`src/rtl/mario_motion_ctrl_if.sv`:
```
// Frame-rate motion bundle between the player-input/collision side and the sprite position logic.
// No backpressure: the consumer must accept each motion_valid pulse.
interface mario_motion_ctrl_if;
  logic               frame_tick;
  logic [31:0]        keycode;
  logic               on_ground;
  logic               hit_ceiling;
  logic signed [9:0]  x_motion;
  logic signed [9:0]  y_motion;
  logic               motion_valid;
  logic [1:0]         state;
  logic               jump_active;

  modport master (
    output frame_tick, keycode, on_ground, hit_ceiling,
    input  x_motion, y_motion, motion_valid, state, jump_active
  );

  modport slave (
    input  frame_tick, keycode, on_ground, hit_ceiling,
    output x_motion, y_motion, motion_valid, state, jump_active
  );
endinterface

```
`src/rtl/mario_motion_ctrl.sv`:
```
// Player motion controller: key decode, ground/rise/fall jump FSM with gravity, per-frame X/Y step.
// Outputs update on the edge sampling frame_tick (one-cycle latency); no backpressure.
module mario_motion_ctrl #(
  parameter int JUMP_V0    = 8,
  parameter int GRAVITY    = 1,
  parameter int GRAV_DIV   = 2,
  parameter int MAX_FALL   = 6,
  parameter int WALK_SPEED = 2,
  parameter int JUMP_CUT   = 2
) (
  input  logic               Clk,
  input  logic               Reset_n,
  mario_motion_ctrl_if.slave bus
);

  typedef enum logic [1:0] {
    GROUND = 2'b00,
    RISE   = 2'b01,
    FALL   = 2'b10
  } state_t;

  localparam int CW = (GRAV_DIV > 1) ? $clog2(GRAV_DIV) : 1;
  localparam logic signed [9:0] TAKEOFF_V = 10'(-JUMP_V0);
  localparam logic signed [9:0] CUT_V     = 10'(-JUMP_CUT);
  localparam logic signed [9:0] GRAV_V    = 10'(GRAVITY);
  localparam logic signed [9:0] FALL_MAX  = 10'(MAX_FALL);
  localparam logic signed [9:0] WALK_V    = 10'(WALK_SPEED);
  localparam logic [CW-1:0]     CNT_LAST  = CW'(GRAV_DIV - 1);

  state_t            st;
  logic signed [9:0] vy;
  logic [CW-1:0]     grav_cnt;
  logic              jump_armed;

  logic              key_w, key_a, key_d;
  logic signed [9:0] x_step;
  logic              grav_wrap;
  logic signed [9:0] grav_vy;
  logic signed [9:0] grav_vy_sat;
  logic [CW-1:0]     grav_cnt_nx;

  always_comb begin
    key_w = 1'b0;
    key_a = 1'b0;
    key_d = 1'b0;
    for (int i = 0; i < 4; i++) begin
      if (bus.keycode[8*i +: 8] == 8'h1A) key_w = 1'b1;
      if (bus.keycode[8*i +: 8] == 8'h04) key_a = 1'b1;
      if (bus.keycode[8*i +: 8] == 8'h07) key_d = 1'b1;
    end
  end

  always_comb begin
    case ({key_a, key_d})
      2'b10:   x_step = -WALK_V;
      2'b01:   x_step = WALK_V;
      default: x_step = '0;
    endcase
  end

  // Gravity step shared by RISE and FALL; the FALL path uses the saturated value.
  always_comb begin
    grav_wrap   = (grav_cnt == CNT_LAST);
    grav_vy     = grav_wrap ? (vy + GRAV_V) : vy;
    grav_cnt_nx = grav_wrap ? '0 : (grav_cnt + 1'b1);
    grav_vy_sat = (grav_vy > FALL_MAX) ? FALL_MAX : grav_vy;
  end

  always_ff @(posedge Clk or negedge Reset_n) begin
    if (!Reset_n) begin
      st               <= GROUND;
      vy               <= '0;
      grav_cnt         <= '0;
      jump_armed       <= 1'b1;
      bus.x_motion     <= '0;
      bus.y_motion     <= '0;
      bus.motion_valid <= 1'b0;
      bus.state        <= GROUND;
      bus.jump_active  <= 1'b0;
    end else begin
      bus.motion_valid <= bus.frame_tick;
      if (bus.frame_tick) begin
        bus.x_motion <= x_step;
        if (!key_w) jump_armed <= 1'b1;
        case (st)
          GROUND: begin
            if (bus.on_ground && key_w && jump_armed) begin
              st <= RISE; vy <= TAKEOFF_V; grav_cnt <= '0; jump_armed <= 1'b0;
              bus.y_motion <= TAKEOFF_V; bus.state <= RISE; bus.jump_active <= 1'b1;
            end else if (!bus.on_ground) begin
              st <= FALL; vy <= '0; grav_cnt <= '0;
              bus.y_motion <= '0; bus.state <= FALL; bus.jump_active <= 1'b1;
            end else begin
              vy <= '0; bus.y_motion <= '0;
            end
          end
          RISE: begin
            if (bus.hit_ceiling) begin
              st <= FALL; vy <= '0; grav_cnt <= '0;
              bus.y_motion <= '0; bus.state <= FALL;
            end else if (!key_w && (vy < CUT_V)) begin
              // Early release shortens the jump; the gravity phase is left untouched.
              vy <= CUT_V; bus.y_motion <= CUT_V;
            end else begin
              vy <= grav_vy; grav_cnt <= grav_cnt_nx; bus.y_motion <= grav_vy;
              if (grav_vy >= 10'sd0) begin
                st <= FALL; bus.state <= FALL;
              end
            end
          end
          FALL: begin
            if (bus.on_ground) begin
              st <= GROUND; vy <= '0;
              bus.y_motion <= '0; bus.state <= GROUND; bus.jump_active <= 1'b0;
            end else begin
              vy <= grav_vy_sat; grav_cnt <= grav_cnt_nx; bus.y_motion <= grav_vy_sat;
            end
          end
          default: begin
            st <= GROUND; vy <= '0; grav_cnt <= '0;
            bus.y_motion <= '0; bus.state <= GROUND; bus.jump_active <= 1'b0;
          end
        endcase
      end
    end
  end

endmodule

```
`src/flat_wrapper.sv`:
```
// flat-port wrapper written by rule: the top's interface ports become plain ports
module mario_motion_ctrl_flat 
#(
  parameter int JUMP_V0    = 8,
  parameter int GRAVITY    = 1,
  parameter int GRAV_DIV   = 2,
  parameter int MAX_FALL   = 6,
  parameter int WALK_SPEED = 2,
  parameter int JUMP_CUT   = 2
)
  (Clk, Reset_n, bus_frame_tick, bus_keycode, bus_on_ground, bus_hit_ceiling, bus_x_motion, bus_y_motion, bus_motion_valid, bus_state, bus_jump_active);
  mario_motion_ctrl_if bus_i ();
  input  logic Clk;
  input  logic Reset_n;
  input wire logic [$bits(bus_i.frame_tick)-1:0] bus_frame_tick;
  input wire logic [$bits(bus_i.keycode)-1:0] bus_keycode;
  input wire logic [$bits(bus_i.on_ground)-1:0] bus_on_ground;
  input wire logic [$bits(bus_i.hit_ceiling)-1:0] bus_hit_ceiling;
  output wire logic [$bits(bus_i.x_motion)-1:0] bus_x_motion;
  output wire logic [$bits(bus_i.y_motion)-1:0] bus_y_motion;
  output wire logic [$bits(bus_i.motion_valid)-1:0] bus_motion_valid;
  output wire logic [$bits(bus_i.state)-1:0] bus_state;
  output wire logic [$bits(bus_i.jump_active)-1:0] bus_jump_active;
  assign bus_i.frame_tick = bus_frame_tick;
  assign bus_i.keycode = bus_keycode;
  assign bus_i.on_ground = bus_on_ground;
  assign bus_i.hit_ceiling = bus_hit_ceiling;
  assign bus_x_motion = bus_i.x_motion;
  assign bus_y_motion = bus_i.y_motion;
  assign bus_motion_valid = bus_i.motion_valid;
  assign bus_state = bus_i.state;
  assign bus_jump_active = bus_i.jump_active;
  mario_motion_ctrl #(.JUMP_V0(JUMP_V0), .GRAVITY(GRAVITY), .GRAV_DIV(GRAV_DIV), .MAX_FALL(MAX_FALL), .WALK_SPEED(WALK_SPEED), .JUMP_CUT(JUMP_CUT)) u_core (.Clk(Clk), .Reset_n(Reset_n), .bus(bus_i));
endmodule
```
`config.mk`:
```
export PLATFORM = sky130hd
export DESIGN_NAME = mario_motion_ctrl_flat
export DESIGN_NICKNAME = d
export VERILOG_FILES = /design/src/rtl/mario_motion_ctrl_if.sv /design/src/rtl/mario_motion_ctrl.sv /design/src/flat_wrapper.sv
export SDC_FILE = /design/constraint.sdc
export NUM_CORES = 1
export LEC_CHECK = 0
export ABC_AREA = 0
export BUFFER_PORTS_ARGS = -buffer_cell sky130_fd_sc_hd__buf_4
export CORE_ASPECT_RATIO = 1.2
export CORE_MARGIN = 8
export CORE_UTILIZATION = 37
export CTS_CLUSTER_DIAMETER = 30
export CTS_CLUSTER_SIZE = 40
export DETAILED_ROUTE_END_ITERATION = 10
export GPL_TIMING_DRIVEN = 0
export SYNTH_ARGS = -nofsm -noshare
export SYNTH_HDL_FRONTEND = slang
export SYNTH_SLANG_ARGS = --single-unit
```
`constraint.sdc`:
```
create_clock -name Clk -period 3.5 [get_ports Clk]
set_clock_uncertainty 0.05 [all_clocks]
set_input_delay 0.7 -clock Clk [delete_from_list [all_inputs] [get_ports Clk]]
set_output_delay 0.7 -clock Clk [all_outputs]
set_load 0.05 [all_outputs]
```
==> flow_summary.toml, run 1 <==
[outcome]
run_status = "complete, no violations"

[placed_design]
hpwl_um = 3780
numPlacedInstances = 307
port_buffers = 59
place_congestion = 0.862
dpl_cell_area_um2 = 2130
place_ws_ns = 0.791

[logic_synthesis]
synth.largest_area_cell = "dfrtp_1"
synthTopCellsByArea = "dfrtp_1 26%, ha_1 4.6%, nand3_1 4.3%"
yosys.area.top_type_share = 0.263
synthTopCellsByCount = "17 x dfrtp_1, 16 x nand2_1, 14 x nand3_1"
synth_warnings = 0
synth.net_count = 235
async_flop_share = 1.00
seq_area_frac_synth = 0.279
syn_inst = 192
syn-cell-area_um2 = 1620
synth-edff-count = 0
ys.flop_type = "dfrtp_1"
synth_seq_cells = 18
syn_avg_cell_area_um2 = 8.43
yosys.cell_types.count = 57
synth_most_common_cell = "dfrtp_1"

[clocking]
cts.sinks = 18
cts_resized = 0
post-cts-setup-buffer-count = 0
numCtsBuffers = 3
htreeDepth = 1
cts_tree = "built"
ctsHoldBuffers = 0
clk_pin_slew_ns = 0.07
clk_path_buf_depth = 2
clockRootBuffer = "clkbuf_8"
clock_latency_ns = 0.26

[cells_and_area]
stdcell_area_um2 = 2180
utilization = 0.515
area_growth_pct = 34.5
drive_gt1_frac = 0.353
nFillCells = 435
fin_cells = 311
nets = 299
antenna_cells = 0

[critical_path]
max_stage_delay_ns = 0.56
crit_path_cell_trace = "ha_1 > nand4_1 > or4_1 > o311ai_1 > a41o_1 > nand3_2 > and4_4 > buf_6 > nor4_2"
critPathBufInv = 1
end_kind = "flip-flop"
r2r-start = "u_core.bus.y_motion[0]"
crit_fanout = 8
cp.arrival_ns = 2.85
reg2regPathDepth = 9
critPathRequiredTime_ns = 3.62
crit_family = "simple AND/OR/NAND/NOR gates"
rrSetupSlack_ns = 0.77
path_class = "flip-flop to flip-flop"
worst-path-stages = 9
worst_setup_path_start_kind = "flip-flop"
endpoint = "u_core.bus.y_motion[7]"
timing.rr.end = "u_core.bus.y_motion[7]"
crit_slowest_cell = "or4_1"
startpoint = "u_core.bus.y_motion[0]"

[die]
start_util = 0.383
die_w_um = 76.4
die_h_um = 88.5
dieArea_um2 = 6760
io_pins = 61
coreArea_um2 = 4230
num_rows = 26

[global_route]
antenna_found_initial = 0
busiest_layer = "met2"
grtUsageMet3 = 0.0346
overflow = 0
use_met2 = 0.264
grt_pass1_wl_um = 8150
grt_use_total = 0.145
grt_start_max_net_pins = 19
met1_usage = 0.158
grt_pass1_vias = 1775

[timing]
fmax_mhz = 367
setup_viol = 0
period_share = 0.779
fin_tns_setup_ns = 0
hold_ws_ns = 0.249
final_hold_viol_count = 0
finalMaxSlewViolations = 0
setup_ws_ns = 0.775
period_minus_slack_ns = 2.73
slew_headroom = 0.672
rsz0062_at_grt = "no"
worstMarginPinSlew_ns = 0.486

[detailed_routing]
wl_per_cell_um = 15.1
post-route-drc-count = 0
finalWirelength_um = 4700
vias = 1712
ant_nets = 0
first_iter_violations = 120
vias_per_cell = 5.50
drt_first_pass_iters = 4

[worst_hold_path]
hold_class = "input pin to asynchronous set/reset pin"

[power]
p_leak_nw = 0.982
power_density_nw_per_um2 = 363
irDropWorstVdd_mv = 0.219
power_mw = 0.789

[job]
maxCapViolCount = 0
==> report_power, final <==
group	total [mW]	internal [mW]	switching, mW
logic	0.362	0.149	0.213
clock network	0.158	0.0811	0.0769
registers	0.269	0.238	0.0316
==> layout by cell type (no fill, tap or decap), types with 3 or more instances in the layout <==
| cell | count |
|---|---|
| a21oi_1 | 9 |
| a22oi_1 | 3 |
| a31oi_1 | 3 |
| and2_1 | 3 |
| and3_1 | 3 |
| buf_4 | 68 |
| buf_6 | 3 |
| clkbuf_1 | 3 |
| clkbuf_8 | 5 |
| dfrtp_1 | 17 |
| ha_1 | 6 |
| inv_1 | 6 |
| mux2_2 | 3 |
| nand2_1 | 16 |
| nand2b_1 | 3 |
| nand3_1 | 14 |
| nand4_1 | 6 |
| nand4b_1 | 3 |
| nor2_1 | 8 |
| nor3_1 | 9 |
| nor3b_1 | 3 |
| o21ai_0 | 12 |
| o31ai_1 | 3 |
| or3_1 | 4 |
| or4_1 | 3 |
==> sequential cells by signal, indices dropped and copies added, names as in the netlist <==
name	count
u_core.bus.y_motion	10
u_core.bus.state	2
u_core.bus.x_motion	2
u_core.bus.jump_active	1
u_core.bus.motion_valid	1
u_core.grav_cnt	1
u_core.jump_armed	1
==> layer usage <==
metal	part of all wire	wire length (um)
met1	0.44	2060
met2	0.49	2300
met3	0.058	271
met4	0.017	78
met5	0	0
==> cell type report <==
| type | count | area, um^2 | area share |
|---|---|---|---|
| multi-input cells | 150 | 998 | 0.459 |
| flip-flops and latches | 18 | 452 | 0.207 |
| repair buffers | 59 | 443 | 0.203 |
| plain buffers | 18 | 146 | 0.0672 |
| well taps | 56 | 70.1 | 0.0322 |
| clock buffers | 4 | 45.0 | 0.0207 |
| inverters | 6 | 22.5 | 0.0103 |
==> kinds of logic (layout without fill, tap and decap cells) <==
group	Yosys count	after routing	synth area share
buf+inv	24	87	0.104
mux	4	4	0.0270
simple gates	90	90	0.328
other cells	1	1	0.00232
flops	18	18	0.279
fa+ha+maj	6	6	0.0464
xor+xnor	2	2	0.0108
compound gates	47	47	0.202
==> how the worst min path moves through the flow <==
stage / from / cells past startpoint / slack, ns / endpoint
floorplan: Reset_n / 0 / 0.35 / u_core.bus.jump_active
detailed placement: u_core.bus.jump_active / 1 / 0.46 / u_core.bus.jump_active
global placement: u_core.bus.jump_active / 1 / 0.44 / u_core.bus.jump_active
finish: Reset_n / 1 / 0.25 / u_core.bus.motion_valid
CTS: Reset_n / 1 / 0.25 / u_core.bus.motion_valid
global route: Reset_n / 1 / 0.26 / u_core.bus.y_motion[8]
Power figures use the tool's default switching activity.
==> inputs of run 2 (changes only) <==
Clock period 3.5 ns to 2.8 ns, I/O delays scaled along.
==> run 2 against run 1 <==
Net effect: worst hold slack worse by 0.14 ns; design area up 0.57%; combinational power up 25%; maximum frequency up 3.5%; setup slack worse by 0.61 ns; critical path depth unchanged; utilization up 0.30 points; largest power group unchanged; critical endpoint unchanged; final cell count up 0.32%; clock-buffer cell count unchanged.
==> flow_summary.toml, run 2 (synthesized netlist as in run 1, its figures left out) <==
[outcome]
run_status = "complete, no violations"

[die]
die_h_um = 88.5
die_w_um = 76.4
dieArea_um2 = 6760
coreArea_um2 = 4230
io_pins = 61
num_rows = 26
start_util = 0.383

[critical_path]
crit_fanout = 8
crit_slowest_cell = "or4_1"
path_class = "flip-flop to flip-flop"
end_kind = "flip-flop"
worst_setup_path_start_kind = "flip-flop"
crit_family = "simple AND/OR/NAND/NOR gates"
crit_path_cell_trace = "ha_2 > and4_1 > or4_1 > o311ai_1 > a41o_1 > nand3_2 > and4_4 > buf_6 > nor4_2"
cp.arrival_ns = 2.75
max_stage_delay_ns = 0.53
critPathBufInv = 1
critPathRequiredTime_ns = 2.92

[timing]
rsz0062_at_grt = "no"
final_hold_viol_count = 0
period_minus_slack_ns = 2.63
slew_headroom = 0.672
finalMaxSlewViolations = 0
hold_ws_ns = 0.109
worstMarginPinSlew_ns = 0.486
setup_viol = 0
fin_tns_setup_ns = 0
period_share = 0.940
fmax_mhz = 380

[detailed_routing]
vias = 1724
post-route-drc-count = 0
drt_first_pass_iters = 4
wl_per_cell_um = 15.1
vias_per_cell = 5.53
finalWirelength_um = 4710
ant_nets = 0
first_iter_violations = 115

[placed_design]
place_congestion = 0.862
numPlacedInstances = 307
dpl_cell_area_um2 = 2130
port_buffers = 59
hpwl_um = 3780

[cells_and_area]
nets = 300
most-common-layout-cells = "69 x buf_4, 16 x nand2_1, 15 x dfrtp_1"
final_common_cell = "buf_4"
drive_gt1_frac = 0.367
fin_cells = 312
antenna_cells = 0
area_growth_pct = 35.2
stdcell_area_um2 = 2190
largest_register = "u_core.bus.y_motion"
largest_registers = "u_core.bus.y_motion x10, u_core.bus.state x2, u_core.bus.x_motion x2"
largest_reg_flops = 10

[power]
irDropWorstVdd_mv = 0.274
seq_power_share = 0.342
combPwrFrac = 0.458
p_int_mw = 0.589
p_clk_frac = 0.200
swShare = 0.405
power_mw = 0.989
power_density_nw_per_um2 = 452
p_sw_mw = 0.400
p_leak_nw = 0.982

[clocking]
cts_tree = "built"
clk_pin_slew_ns = 0.07
clockRootBuffer = "clkbuf_8"
htreeDepth = 1
numCtsBuffers = 3
cts.sinks = 18
clock_latency_ns = 0.26
clk_path_buf_depth = 2

[global_route]
grt_pass1_wl_um = 8150
grt_use_total = 0.145
grt_pass1_vias = 1775
overflow = 0
grt_start_max_net_pins = 19
antenna_found_initial = 0

[worst_hold_path]
hold_class = "input pin to asynchronous set/reset pin"

[job]
maxCapViolCount = 0
run 2: changes by cell type in the layout (fill, tap and decap cells not counted), sizes merged:
cell  change
buf       +1
run 2: final timing paths:
check	start	to	slack, ns	cells past startpoint
setup / recovery	u_core.bus.y_motion[0]	u_core.bus.y_motion[7]	0.17	9
hold / removal	Reset_n	u_core.bus.motion_valid	0.11	1
setup reg to reg	u_core.bus.y_motion[0]	u_core.bus.y_motion[7]	0.17	9
hold reg to reg	u_core.bus.jump_active	u_core.bus.jump_active	0.47	1
max in group asynchronous	Reset_n	u_core.jump_armed	2.33	1
min in group Clk	bus_frame_tick	u_core.bus.motion_valid	0.37	1
run 2: worst register-to-register path: stages (launching register included):
cell,delay (ns)
dfrtp_2,0.46
ha_2,0.24
and4_1,0.25
or4_1,0.53
o311ai_1,0.12
a41o_1,0.27
nand3_2,0.09
and4_4,0.17
buf_6,0.13
nor4_2,0.25
run 2: final cells by class:
type,instances,area (um^2)
plain buffers,18,146
clock buffers,4,45.0
repair buffers,60,450
inverters,6,22.5
multi-input cells,150,1000
fillers,437,2040
well taps,56,70.1
flip-flops and latches,18,454
run 2: layer usage:
layer	track usage	vias up	wire, um
met5	0	-	0
met2	0.264	59	2320
met4	0.0630	0	78
li1	-	844	-
met3	0.0346	5	301
met1	0.158	816	2010
run 2: repair_timing:
item,4_1_cts,5_1_grt
buffers inserted,0,1
endpoints found under the hold margin,0,0
gates resized for setup,0,3
hold buffers,0,0
endpoints found under the setup margin,0,6
run 2: through the flow:
stage                util  setup slack (ns)
floorplan               -            0.0336
global placement    0.504            0.0402
detailed placement  0.504            0.0914
CTS                 0.515            0.0655
global route        0.518            0.0119
finish              0.518             0.168
run 2: power groups by stage:
| stage | registers (mW) | clock network, mW | logic [mW] |
|---|---|---|---|
| after floorplan | 0.428 | 0 | 0.218 |
| after global placement | 0.343 | 0 | 0.454 |
| after detailed placement | 0.343 | 0 | 0.455 |
| after CTS | 0.338 | 0.205 | 0.457 |
| after global routing | 0.349 | 0.216 | 0.502 |
| final | 0.338 | 0.197 | 0.453 |
